File: src/rtl/if_fetch_ctrl_pkg.sv
// Shared widths, FSM encodings and the fetch-address legality check for the LEGv8 IF stage.
package if_fetch_ctrl_pkg;

    localparam int WORD      = 64;
    localparam int INST_SIZE = 32;

    localparam logic [1:0] ST_IDLE  = 2'd0;
    localparam logic [1:0] ST_RUN   = 2'd1;
    localparam logic [1:0] ST_FAULT = 2'd2;

    typedef struct packed {
        logic [WORD-1:0]      pc;
        logic [INST_SIZE-1:0] inst;
    } fetch_t;

    // A fetch is legal only when word aligned and inside the instruction memory.
    function automatic logic pc_is_legal(input logic [WORD-1:0] pc, input int unsigned words);
        return (pc[1:0] == 2'b00) && ({2'b00, pc[WORD-1:2]} < WORD'(words));
    endfunction

endpackage

File: src/rtl/if_fetch_ctrl_out_reg.sv
// One-entry IF/ID output register: holds a valid word until decode accepts it, flush wins.
module if_out_reg
    import if_fetch_ctrl_pkg::*;
(
    input  logic   clk,
    input  logic   rst_n,
    input  logic   i_flush,
    input  logic   i_load,
    input  fetch_t i_data,
    input  logic   i_ready,
    output logic   o_valid,
    output fetch_t o_data
);

    logic   r_valid;
    fetch_t r_data;

    always_ff @(posedge clk or negedge rst_n) begin
        if (!rst_n) begin
            r_valid <= 1'b0;
            r_data  <= '0;
        end else if (i_flush) begin
            r_valid <= 1'b0;
        end else if (i_load) begin
            r_valid <= 1'b1;
            r_data  <= i_data;
        end else if (r_valid && i_ready) begin
            r_valid <= 1'b0;
        end
    end

    assign o_valid = r_valid;
    assign o_data  = r_data;

endmodule

File: src/rtl/if_fetch_ctrl.sv
// LEGv8 instruction-fetch controller: owns the PC, fills the IF/ID register, handles
// redirects, traps illegal fetch addresses and counts instructions accepted by decode.
module if_fetch_ctrl
    import if_fetch_ctrl_pkg::*;
#(
    parameter logic [63:0] RESET_PC  = 64'h0,
    parameter int unsigned MEM_WORDS = 1024
) (
    input  logic                 clk,
    input  logic                 rst_n,
    input  logic                 start,
    output logic [WORD-1:0]      imem_pc,
    input  logic [INST_SIZE-1:0] imem_inst,
    input  logic                 redirect_valid,
    input  logic [WORD-1:0]      redirect_pc,
    output logic                 if_valid,
    output logic [INST_SIZE-1:0] if_inst,
    output logic [WORD-1:0]      if_pc,
    input  logic                 id_ready,
    output logic                 fault,
    output logic [WORD-1:0]      fault_pc,
    output logic [31:0]          retired_cnt
);

    logic [1:0]      r_state;
    logic [WORD-1:0] r_pc;
    logic [WORD-1:0] r_fault_pc;
    logic [31:0]     r_retired;

    logic   w_in_run;
    logic   w_can_load;
    logic   w_legal;
    logic   w_flush;
    logic   w_fault_hit;
    logic   w_load;
    logic   w_transfer;
    fetch_t w_fetch;
    fetch_t w_out;

    assign w_in_run    = (r_state == ST_RUN);
    assign w_can_load  = !if_valid || id_ready;
    assign w_legal     = pc_is_legal(r_pc, MEM_WORDS);
    assign w_flush     = w_in_run && redirect_valid;
    assign w_fault_hit = w_in_run && !redirect_valid && w_can_load && !w_legal;
    assign w_load      = w_in_run && !redirect_valid && w_can_load && w_legal;
    // A word flushed by a same-cycle redirect never counts as retired.
    assign w_transfer  = if_valid && id_ready && !w_flush;

    assign w_fetch.pc   = r_pc;
    assign w_fetch.inst = imem_inst;

    always_ff @(posedge clk or negedge rst_n) begin
        if (!rst_n) begin
            r_state    <= ST_IDLE;
            r_pc       <= RESET_PC;
            r_fault_pc <= '0;
        end else begin
            case (r_state)
                ST_IDLE: begin
                    if (start) begin
                        r_state <= ST_RUN;
                        r_pc    <= RESET_PC;
                    end
                end
                ST_RUN: begin
                    if (redirect_valid) begin
                        r_pc <= redirect_pc;
                    end else if (w_fault_hit) begin
                        r_state    <= ST_FAULT;
                        r_fault_pc <= r_pc;
                    end else if (w_load) begin
                        r_pc <= r_pc + WORD'(4);
                    end
                end
                default: begin
                    r_state <= ST_FAULT;
                end
            endcase
        end
    end

    always_ff @(posedge clk or negedge rst_n) begin
        if (!rst_n) begin
            r_retired <= '0;
        end else if (w_transfer && (r_retired != 32'hFFFF_FFFF)) begin
            r_retired <= r_retired + 32'd1;
        end
    end

    if_out_reg u_out_reg (
        .clk     (clk),
        .rst_n   (rst_n),
        .i_flush (w_flush),
        .i_load  (w_load),
        .i_data  (w_fetch),
        .i_ready (id_ready),
        .o_valid (if_valid),
        .o_data  (w_out)
    );

    assign imem_pc     = r_pc;
    assign if_inst     = w_out.inst;
    assign if_pc       = w_out.pc;
    assign fault       = (r_state == ST_FAULT);
    assign fault_pc    = r_fault_pc;
    assign retired_cnt = r_retired;

endmodule

File: config.mk
export PLATFORM = sky130hd
export DESIGN_NAME = if_fetch_ctrl
export DESIGN_NICKNAME = d
export VERILOG_FILES = /design/src/rtl/if_fetch_ctrl_pkg.sv /design/src/rtl/if_fetch_ctrl_out_reg.sv /design/src/rtl/if_fetch_ctrl.sv
export SDC_FILE = /design/constraint.sdc
export NUM_CORES = 1
export LEC_CHECK = 0
export ABC_CLOCK_PERIOD_IN_PS = 2450
export CORE_MARGIN = 2
export CORE_UTILIZATION = 45
export CTS_BUF_LIST = sky130_fd_sc_hd__clkbuf_8 sky130_fd_sc_hd__clkbuf_16
export DETAILED_ROUTE_END_ITERATION = 12
export PLACE_DENSITY = 0.8
export SLEW_MARGIN = 20
export SYNTH_ARGS = -nofsm -noshare
export SYNTH_HDL_FRONTEND = slang
export SYNTH_SLANG_ARGS = --single-unit
File: constraint.sdc
create_clock -name clk -period 2.45 [get_ports clk]
set_input_delay 0.49 -clock clk [delete_from_list [all_inputs] [get_ports clk]]
set_output_delay 0.49 -clock clk [all_outputs]
set_load 0.02 [all_outputs]
==> Yosys cells after proc, flatten, opt, wreduce, memory -nomap -nowiden <==
Cells that the tools add are included.
{ "op_classes": {"add_sub_neg": 2, "mul": 0, "div_mod_pow": 0, "n_lt_le_gt_ge": 1, "n_eq_ne": 8, "shift": 0, "n_mux": 12, "bitwise_logic": 2, "n_reduce_logical": 22} }
{ "op_table": {"columns": ["operator", "count"], "rows": [
  ["2-to-1 mux 64 bit", 4],
  ["case mux 64 bit (2 select lines)", 1],
  ["adder 64 x 3 -> 64 bit (second input constant)", 1],
  ["< comparator 62 x 11 -> 1 bit (second input constant)", 1],
  ["adder 32 x 1 -> 32 bit (second input constant)", 1],
  ["inequality test 32 bit (second input constant)", 1],
  ["logical AND 1 bit", 9],
  ["2-to-1 mux 2 bit", 3],
  ["AND reduction 3 bit", 2],
  ["logical NOT 1 bit", 4],
  ["logical NOT 2 bit", 2],
  ["inequality test 2 bit (second input constant)", 2],
  ["case mux 2 bit (2 select lines)", 1],
  ["AND reduction 4 bit", 1],
  ["2-to-1 mux 1 bit", 3],
  ["inequality test 3 x 2 -> 1 bit (second input constant)", 1],
  ["inequality test 3 bit (second input constant)", 1],
  ["nonzero test 3 bit", 1],
  ["== test 2 x 1 -> 1 bit (second input constant)", 1],
  ["== test 2 bit (second input constant)", 1],
  ["inequality test 2 x 1 -> 1 bit (second input constant)", 1],
  ["NOT 1 bit", 2],
  ["AND reduction 2 bit", 1],
  ["nonzero test 2 bit", 1],
  ["logical OR 1 bit", 1]
]} }
{ "totals": {"regBits": 259, "latchBits": 0, "ram_bits": 0, "mem_bits_ro": 0, "inputBits": 101, "out_inout_bits": 258, "wordCells": 54, "mem_count": 0} }

==> Longest topological paths before layout <==
Gate-level depths: netlist of run 1.
{ "depth": {"depth_word": 8, "ltp_mapped": 7, "depth_no_buf": 6} }

==> By module <==
Synthesis of run 1 repeated with hierarchy kept, for this count alone.
{ "hier_totals": {"cells_unflattened": 731, "hier_area_um2": 10563.9} }
{ "modules_own_cells": {"columns": ["mod", "n_inst", "cells_per_inst", "area_each_um2"], "rows": [
  ["if_fetch_ctrl", 1, 523, 6752.7],
  ["if_out_reg", 1, 208, 3811.2]
]} }

==> Least setup slack after synthesis of run 1 <==
OpenSTA, ideal clock, no wires.
{ "synth_timing": {"kind": "register to register", "from": "register r_pc[13] (netlist: imem_pc[13])", "to": "register r_fault_pc[25] (netlist: fault_pc[25])", "setup_time_ns": 0.128, "t_arrival_ns": 2.058, "slack_ns": 0.264, "path_stages_with_launch": 8, "path_cell_list": "dfrtp_1 nor4_1 nand4_1 nor4_1 nor2_1 buf_2 buf_2 mux2_1"} }
{ "synth_via": {"elab_chain_len": 5} }
{ "synth_rtl": {"columns": ["element", "line_no", "rtl"], "rows": [
  ["start: declaration", "if_fetch_ctrl.sv:26", "logic [WORD-1:0] r_pc;"],
  ["start signal: assignment", "if_fetch_ctrl.sv:67", "r_pc <= redirect_pc;"],
  ["start signal: assignment", "if_fetch_ctrl.sv:72", "r_pc <= r_pc + WORD'(4);"],
  ["< comparator 62 x 11 -> 1 bit", "if_fetch_ctrl_pkg.sv:18", "return (pc[1:0] == 2'b00) && ({2'b00, pc[WORD-1:2]} < WORD'(words));"],
  ["logical AND 1 bit", "if_fetch_ctrl_pkg.sv:18", null],
  ["logical NOT 1 bit", "if_fetch_ctrl.sv:44", "assign w_fault_hit = w_in_run && !redirect_valid && w_can_load && !w_legal;"],
  ["logical AND 1 bit", "if_fetch_ctrl.sv:44", null],
  ["AND reduction 3 bit (no source line)", null, null],
  ["end signal: assignment", "if_fetch_ctrl.sv:70", "r_fault_pc <= r_pc;"],
  ["end: declaration", "if_fetch_ctrl.sv:27", "logic [WORD-1:0] r_fault_pc;"]
]} }
No other way between the ends.
A chain may end at the register's enable or synchronous reset.

==> Worst setup path in the final report of run 1 <==
{ "layout_timing": {"from": "register r_pc[36] (netlist: imem_pc[36])", "to": "register u_out_reg.r_data (netlist bit u_out_reg.o_data[35])"} }
{ "layout_via": {"elab_chain_len": 4} }
{ "layout_rtl": {"columns": ["element", "line_no", "rtl"], "rows": [
  ["< comparator 62 x 11 -> 1 bit", "if_fetch_ctrl_pkg.sv:18", null],
  ["logical AND 1 bit", "if_fetch_ctrl_pkg.sv:18", null],
  ["logical AND 1 bit", "if_fetch_ctrl.sv:45", "assign w_load = w_in_run && !redirect_valid && w_can_load && w_legal;"],
  ["AND reduction 2 bit (no source line)", null, null],
  ["end signal: assignment", "if_fetch_ctrl_out_reg.sv:26", "r_data <= i_data;"],
  ["end: declaration", "if_fetch_ctrl_out_reg.sv:16", "fetch_t r_data;"]
]} }
No other way between the ends.

==> impl_metrics.json, run 1 <==
{
  "status": "finished with violations",
  "violations": "setup timing",
  "grt_max_degree": 67,
  "ir_drop_mv": 0.952,
  "crit_type": "flop to flop",
  "max_stage_delay_ns": 0.43,
  "dr.pass1.iters": 4,
  "cpLargestDelayFamily": "simple AND/OR/NAND/NOR gates",
  "slowest_stage": "dfrtp_1",
  "dpl_cell_area_sq_um": 14200,
  "hold_viol": 0,
  "fin_area_sq_um": 15600,
  "grtUsageMet2_pct": 40.6,
  "grt_busiest_layer": "met2",
  "clk_pin_slew_ns": 0.06,
  "pwr-share-clk_pct": 30.8,
  "clk_latency_ns": 0.53,
  "die_x_um": 153,
  "end_kind": "flop",
  "ys_ff_latch": 259,
  "syn_area_sq_um": 9950,
  "met3_usage_pct": 7.71,
  "drive_gt1_share_pct": 15.8,
  "cp.depth": 8,
  "slew_violations": 0,
  "hold_depth": 1,
  "grt_antenna_before_repair": 0,
  "cp_cell_sequence": "nor4_1 -> nand4_1 -> nor4_4 -> buf_4 -> nand3_4 -> buf_12 -> clkbuf_16 -> mux2_1",
  "gp_congestion": 0.842,
  "period_needed_ns": 2.48,
  "initial_core_util_pct": 45.7,
  "wirelength_mm": 30.4,
  "critical_path.max_fanout": 10,
  "drtIter0Drc": 299,
  "power.internal_mw": 9.99,
  "final_cell_mix": "clkdlybuf4s50_1, dfrtp_1, mux2_1",
  "p_comb_share_pct": 31.4,
  "die_y_um": 153,
  "dp_slack_ns": -0.261,
  "numCtsBuffers": 27,
  "grt_pass1_vias": 8040,
  "grt_pass1_wl_mm": 45.1,
  "critPathArrivalTime_ns": 2.87,
  "drc": 0,
  "cts_buffer_depth": 3,
  "switchingPower_mw": 4.50,
  "postSynthAreaPerCell_sq_um": 14.1,
  "seq_power_share_pct": 37.8,
  "sw_frac_of_total_pct": 31.1,
  "via_count": 7594,
  "skew_ns": 0.0189,
  "layout_commonest_cell": "clkdlybuf4s50_1",
  "r2r_cells": 8,
  "synth_nets": 807,
  "dp_hpwl_mm": 20.5,
  "async_flop_share_pct": 100,
  "ys_warn_count": 0,
  "hp-class": "flop to flop",
  "ys_seq_area_share_pct": 65.1,
  "cts.sinks": 259,
  "core-area_sq_um": 21800,
  "boundaryPins": 359,
  "rsz0062_at_grt": "true",
  "power_mw": 14.5,
  "cts_tree": "built",
  "post_synth_num_cell_types": 44,
  "num_antenna_cells": 0,
  "grt_use_total_pct": 24.2,
  "fp.dieArea_sq_um": 23300,
  "fin_nets": 1223,
  "cp-start-kind": "flop",
  "setup_violations": 19,
  "tns_ns": -0.173,
  "worstPathRequired_ns": 2.84,
  "use_met1_pct": 29.9,
  "via_per_inst": 5.36,
  "grt_overflow_total": 0,
  "p_leak_nw": 7.14,
  "dominantRegCellSynth": "dfrtp_1",
  "wl_per_cell_um": 21.4,
  "cts-htree-levels": 1,
  "io_buffers": 358,
  "synth_edf_count": 0,
  "syn_inst": 704,
  "fmax_mhz": 403,
  "worst_slack_ns": -0.0317,
  "worst_pin_slew_ns": 0.799,
  "power_density_nw_per_um2": 931,
  "rows": 54,
  "area_growth_pct": 56.4,
  "crit_buf_inv": 3,
  "finalCritPeriodShare_pct": 101,
  "ant_nets": 0,
  "cts_root_buf": "clkbuf_16",
  "maxCapViolCount": 0,
  "slew_headroom_pct": 46.7
}
[final cells by class]
| type | instances | area, sq um |
|---|---|---|
| sequential | 259 | 6480 |
| fill | 1442 | 6190 |
| timing repair buffer | 422 | 4260 |
| multi-input combinational | 409 | 3480 |
| clock buffer | 33 | 758 |
| tap | 280 | 350 |
| clock inverter | 14 | 228 |
| inverter | 1 | 3.75 |
[metrics by stage]
stage | hold WS [ns] | util [%] | std cells
final | 0.483 | 71.6 | 1418
after global placement | 0.458 | 65.4 | 1356
after floorplan | 0.194 | - | 704
after detailed placement | 0.457 | 65.4 | 1356
after global routing | 0.493 | 71.6 | 1418
after CTS | 0.487 | 70.0 | 1404
[synthesized netlist by cell type, types with 10 or more instances]
cell type  count  area, sq um
nand4_1       17          106
mux2_1        80          901
mux2_2        29          327
nor4_1        15         93.8
clkbuf_1      22         82.6
and2_1        57          357
a22o_1        54          473
nor2_1        10         37.5
o21ai_0       10         50.1
nand2_1       22         82.6
nand3_1       25          125
xnor2_1       29          254
dfrtp_1      259         6480
[metal layers]
metal | wire [um] | part of all wire (%) | up-vias
met5 | 0 | 0 | -
met4 | 977 | 3.2 | 0
met3 | 2580 | 8.5 | 63
met2 | 15000 | 49 | 335
met1 | 11900 | 39 | 3835
li1 | - | - | 3361
[flip-flops by register name, summed over array words and instances (netlist names)]
register           cells
u_out_reg.o_data      96
r_state                2
imem_pc               64
u_out_reg.o_valid      1
retired_cnt           32
fault_pc              64
[cells by family (layout without fill, tap and decap cells)]
group	after synthesis	in the layout	synth area share (%)
flops	259	259	65.1
fa+ha+maj	2	2	0.251
simple gates	179	180	10.7
compound gates	86	86	7.24
buf+inv	37	470	1.51
mux	110	110	12.4
xor+xnor	31	31	2.73
[timing repair]
action,4_1_cts,5_1_grt
setup buffers,0,7
setup endpoints to repair,0,106
hold buffers,1,0
resized for setup,0,34
hold endpoints to repair,56,0
[power groups by stage]
stage	clock network [mW]	logic, mW	registers [mW]
2_1_floorplan	0	1.08	6.17
3_3_place_gp	0	4.25	5.47
3_5_place_dp	0	4.29	5.51
4_1_cts	4.55	4.33	5.45
5_1_grt	4.71	4.80	5.57
6_report	4.47	4.55	5.48
[worst paths after layout]
path	startpoint	endpoint	slack, ns
min in group asynchronous	rst_n	retired_cnt[8]	0.49
worst max register to register	imem_pc[36]	u_out_reg.o_data[35]	-0.03
max in group asynchronous	rst_n	fault_pc[23]	1.25
worst min register to register	fault_pc[62]	fault_pc[62]	0.48
worst max-delay path	imem_pc[36]	u_out_reg.o_data[35]	-0.03
worst min-delay path	fault_pc[62]	fault_pc[62]	0.48
No activity file was read; power rests on OpenSTA's default activity.
==> run 2, diff against run 1 <==
Settings changed: ABC_CLOCK_PERIOD_IN_PS 2450 to 3100, CORE_UTILIZATION 45 to 48, CTS_CLUSTER_SIZE from default to 20, GPL_TIMING_DRIVEN from default to 0, PLACE_DENSITY 0.8 to 0.85.
Clock period 2.45 ns to 3.1 ns, I/O delays scaled along.
==> run 2 against run 1 <==
  * The flow now finishes without violations
  * Critical endpoint is now u_out_reg.o_data[27]
  * Combinational power shrank 33%
  * Maximum frequency fell by 11%
  * Die area shrank 6.1%
  * Worst hold slack got worse by 0.0049 ns
  * Cell count is 2.3% lower
  * Critical path type unchanged
  * Largest cell class unchanged
  * Non-clock buffer count decreased by 24
  * Sequential share of layout area grew 1.6 points
==> impl_metrics.json, run 2 (synthesized netlist as in run 1, its figures left out) <==
{
  "status": "complete, no violations",
  "dp_hpwl_mm": 20.5,
  "io_buffers": 358,
  "layout_commonest_cell": "clkdlybuf4s50_1",
  "cts_setup_buffers": 0,
  "grt_pass1_wl_mm": 44.0,
  "nFillCells": 1368,
  "power_mw": 11.0,
  "skew_ns": 0.0207,
  "grt_overflow_total": 0,
  "die_x_um": 148,
  "area_growth_pct": 50.6,
  "initial_core_util_pct": 49.0,
  "fmax_mhz": 358,
  "fin_nets": 1198,
  "wl_per_cell_um": 20.6,
  "cts_root_buf": "clkbuf_16",
  "finalCritPeriodShare_pct": 90.2,
  "critical_path.max_fanout": 10,
  "grt_antenna_before_repair": 1,
  "multiInputGateArea_sq_um": 3330,
  "cts_buffer_depth": 3,
  "grt_max_degree": 99,
  "worst_pin_slew_ns": 0.763,
  "critPathArrivalTime_ns": 3.20,
  "tns_ns": 0,
  "drive_gt1_share_pct": 8.88,
  "cts.sinks": 259,
  "clk_pin_slew_ns": 0.06,
  "via_count": 7425,
  "dr.pass1.iters": 4,
  "core-area_sq_um": 20300,
  "maxCapViolCount": 0,
  "hold_viol": 0,
  "drc": 0,
  "rows": 52,
  "ff_latch_area_sq_um": 6480,
  "setup_violations": 0,
  "largest_reg_flops": 96,
  "numCtsBuffers": 27,
  "gp_congestion": 0.847,
  "cts_tree": "built",
  "slew_headroom_pct": 49.1,
  "grt_use_total_pct": 25.8,
  "rsz0062_at_grt": "false",
  "power_density_nw_per_um2": 733,
  "whs_ns": 0.478,
  "end_kind": "flop",
  "final_cell_mix": "clkdlybuf4s50_1, dfrtp_1, mux2_1",
  "dp_slack_ns": -0.0557,
  "grt_pass1_vias": 7901,
  "cp-start-kind": "flop",
  "worstPathRequired_ns": 3.51,
  "crit_type": "flop to flop",
  "worst_slack_ns": 0.304,
  "fp.dieArea_sq_um": 21900,
  "ir_drop_mv": 0.575,
  "p_leak_nw": 6.79,
  "cts-htree-levels": 1,
  "boundaryPins": 359,
  "period_needed_ns": 2.80,
  "wirelength_mm": 28.5,
  "die_y_um": 148,
  "clk_latency_ns": 0.53,
  "slew_violations": 0,
  "via_per_inst": 5.36,
  "hp-class": "input pin to async pin",
  "drtIter0Drc": 271,
  "ant_nets": 0
}
==> run 2: cell count changes in the layout (fill, tap and decap cells not counted), sizes merged <==
| cell | delta |
|---|---|
| clkinvlp | -1 |
| diode | +1 |
| buf | -42 |
| clkinv | -1 |
| clkbuf | +20 |
| inv | +2 |
| nor2 | -1 |
==> run 2: critical path, stage by stage (launching register included) <==
cell      delay [ns]
dfrtp_1         0.45
nor4_1          0.40
nand4_1         0.31
nor4_2          0.44
nand3_2         0.32
clkbuf_1        0.35
mux2_1          0.40
==> run 2: worst paths after layout <==
path / from / to / slack [ns] / depth (start not counted)
worst max-delay path: imem_pc[23] / u_out_reg.o_data[27] / 0.30 / 6
worst min-delay path: rst_n / retired_cnt[12] / 0.48 / 2
worst max register to register: imem_pc[23] / u_out_reg.o_data[27] / 0.30 / 6
worst min register to register: u_out_reg.o_data[51] / u_out_reg.o_data[51] / 0.48 / 1
max in group asynchronous: rst_n / imem_pc[27] / 1.56 / 4
min in group clk: u_out_reg.o_data[51] / u_out_reg.o_data[51] / 0.48 / 1
==> run 2: where the power goes <==
group          internal (mW)  switching [mW]  total, mW
clock                   2.27            1.31       3.58
combinational           1.45            1.60       3.05
sequential              3.87           0.502       4.37
==> run 2: metrics by stage <==
stage	instances	cell area, sq um	utilization [%]
3_5_place_dp	1335	14000	68.8
3_3_place_gp	1332	13900	68.3
5_1_grt	1386	15000	73.8
2_1_floorplan	704	9950	-
4_1_cts	1385	15000	73.8
6_report	1386	15000	73.8
==> run 2: layout make-up <==
cell class,instances,area share [%]
Antenna cell,1,0.0167
Buffer,36,0.977
Clock buffer,35,5.24
Clock inverter,14,1.46
Inverter,1,0.0250
Multi-Input combinational cell,408,22.2
Sequential cell,259,43.2
Tap cell,270,2.25
Timing Repair Buffer,362,24.6
==> run 2: metal layers <==
layer / wire, um / GRT usage, %
met1: 10800 / 31.4
met2: 14300 / 44.7
met3: 2440 / 7.04
met4: 921 / 8.71
met5: 0 / 0
==> run 2: what timing repair did <==
action	in CTS	in global routing
endpoints found under the hold margin	3	0
hold buffers	1	0
resized for setup	0	2
setup endpoints to repair	0	72
==> run 3, diff against run 2 <==
Settings changed: PLACE_DENSITY 0.85 to 0.82, RECOVER_POWER from default to 100, SETUP_SLACK_MARGIN from default to 0.3.
==> run 3 against run 2 <==
  * The flow now finishes with violations (capacitance limit, slew limit)
  * Sequential power about the same
  * Total power fell by 2.3%
  * Worst hold slack about the same
  * Global-route usage up 0.74 points
  * Wire length is 3.6% higher
  * Worst setup slack better by 0.036 ns
  * Maximum frequency up 1.3%
  * Via count up 0.86%
  * Cell count down 0.22%
==> impl_metrics.json, run 3 (synthesized netlist as in run 1, its figures left out) <==
{
  "status": "finished with violations",
  "violations": "capacitance limit, slew limit",
  "cpLargestDelayFamily": "simple AND/OR/NAND/NOR gates",
  "slew_violations": 81,
  "switchingPower_mw": 3.39,
  "end_kind": "flop",
  "grt_use_total_pct": 26.6,
  "dp_slack_ns": -0.0626,
  "critical_path.max_fanout": 10,
  "numCtsBuffers": 27,
  "cts_buffer_depth": 3,
  "worst_slack_ns": 0.340,
  "tns_ns": 0,
  "via_count": 7489,
  "ir_drop_mv": 0.589,
  "cts_root_buf": "clkbuf_16",
  "pwr-share-clk_pct": 32.4,
  "hold_viol": 0,
  "drc": 0,
  "setup_violations": 0,
  "seq_power_share_pct": 40.6,
  "power_density_nw_per_um2": 722,
  "ff_latch_area_sq_um": 6480,
  "grt_antenna_before_repair": 1,
  "dp_hpwl_mm": 20.8,
  "wl_per_cell_um": 21.4,
  "gp_congestion": 0.811,
  "die_y_um": 148,
  "clk_pin_slew_ns": 0.06,
  "fin_nets": 1199,
  "finalCritPeriodShare_pct": 89.0,
  "skew_ns": 0.0205,
  "num_antenna_cells": 0,
  "max_stage_delay_ns": 0.50,
  "slew_headroom_pct": -45.6,
  "worst_pin_slew_ns": 2.18,
  "wirelength_mm": 29.5,
  "drtIter0Drc": 246,
  "initial_core_util_pct": 49.0,
  "core-area_sq_um": 20300,
  "fmax_mhz": 362,
  "cts_tree": "built",
  "multiInputGateArea_sq_um": 3300,
  "cp_cell_sequence": "nor4_1 -> nand4_1 -> buf_4 -> nor4_2 -> nand3_1 -> clkbuf_2 -> clkbuf_1 -> and2_0",
  "hp-class": "flop to flop",
  "sw_frac_of_total_pct": 31.5,
  "fin_area_sq_um": 14900,
  "via_per_inst": 5.42,
  "p_comb_share_pct": 26.9,
  "area_growth_pct": 49.5,
  "die_x_um": 148,
  "clk_latency_ns": 0.53,
  "slowest_stage": "dfrtp_1",
  "p_leak_nw": 7.55,
  "crit_buf_inv": 3,
  "dr.pass1.iters": 5,
  "fin_util_pct": 73.3,
  "grt_pass1_wl_mm": 44.9,
  "dpl_cell_area_sq_um": 13900,
  "grt_max_degree": 104,
  "io_buffers": 358,
  "fp.dieArea_sq_um": 21900,
  "cts-htree-levels": 1,
  "boundaryPins": 359,
  "rows": 52,
  "drive_gt1_share_pct": 8.63,
  "nFillCells": 1364,
  "grt_pass1_vias": 7851,
  "final_cell_mix": "dfrtp_1, dlygate4sd3_1, clkdlybuf4s50_1",
  "rsz0062_at_grt": "false",
  "cp-start-kind": "flop",
  "ant_nets": 0,
  "largest_reg_flops": 96,
  "crit_type": "flop to flop",
  "worstPathRequired_ns": 3.51,
  "period_needed_ns": 2.76,
  "maxCapViolCount": 1,
  "critPathArrivalTime_ns": 3.17,
  "cts.sinks": 259,
  "power.internal_mw": 7.35,
  "grt_overflow_total": 0
}
run 3: path summary, 6_finish.rpt:
path                                        endpoint            startpoint  cells after the start  slack [ns]
max in group asynchronous               fault_pc[10]                 rst_n                      2        1.02
worst max-delay path            u_out_reg.o_data[71]           imem_pc[12]                      8        0.34
worst min register to register  u_out_reg.o_data[49]  u_out_reg.o_data[49]                      1        0.48
worst min-delay path            u_out_reg.o_data[49]  u_out_reg.o_data[49]                      1        0.48
worst max register to register  u_out_reg.o_data[71]           imem_pc[12]                      8        0.34
min in group asynchronous            retired_cnt[12]                 rst_n                      1        0.73
run 3: cell type report:
| type | instances | area share (%) |
|---|---|---|
| buffer | 36 | 0.975 |
| clock buffer | 34 | 5.19 |
| clock inverter | 12 | 1.24 |
| inverter | 1 | 0.0252 |
| multi-input combinational | 408 | 22.2 |
| sequential | 259 | 43.6 |
| tap | 270 | 2.27 |
| timing repair buffer | 363 | 24.5 |
run 3: power groups by stage:
| stage | Sequential (mW) | Combinational, mW | Clock, mW |
|---|---|---|---|
| after floorplan | 4.88 | 0.857 | 0 |
| after global placement | 4.39 | 2.98 | 0 |
| after detailed placement | 4.41 | 3.02 | 0 |
| after CTS | 4.37 | 3.13 | 3.52 |
| after global routing | 4.43 | 3.07 | 3.68 |
| final | 4.36 | 2.89 | 3.48 |
run 3: metal layers:
metal	share of wire [%]	GRT usage, %
met1	38	31.8
met2	51	46.8
met3	8.6	8.33
met4	2.0	6.62
met5	0.044	0
run 3: timing repair:
item                       CTS  global route
hold endpoints to repair     0             0
setup endpoints to repair   86            60
pin swaps                    2             2
buffers inserted             1             2
gates resized for setup      3             5
hold buffers                 0             0
run 3: stage by stage:
stage	std cells	hold slack [ns]	power (mW)
after CTS	1381	0.101	11.0
final	1383	0.477	10.7
after floorplan	704	0.324	5.73
after global routing	1383	0.497	11.2
after detailed placement	1334	0.470	7.43
after global placement	1332	0.467	7.37
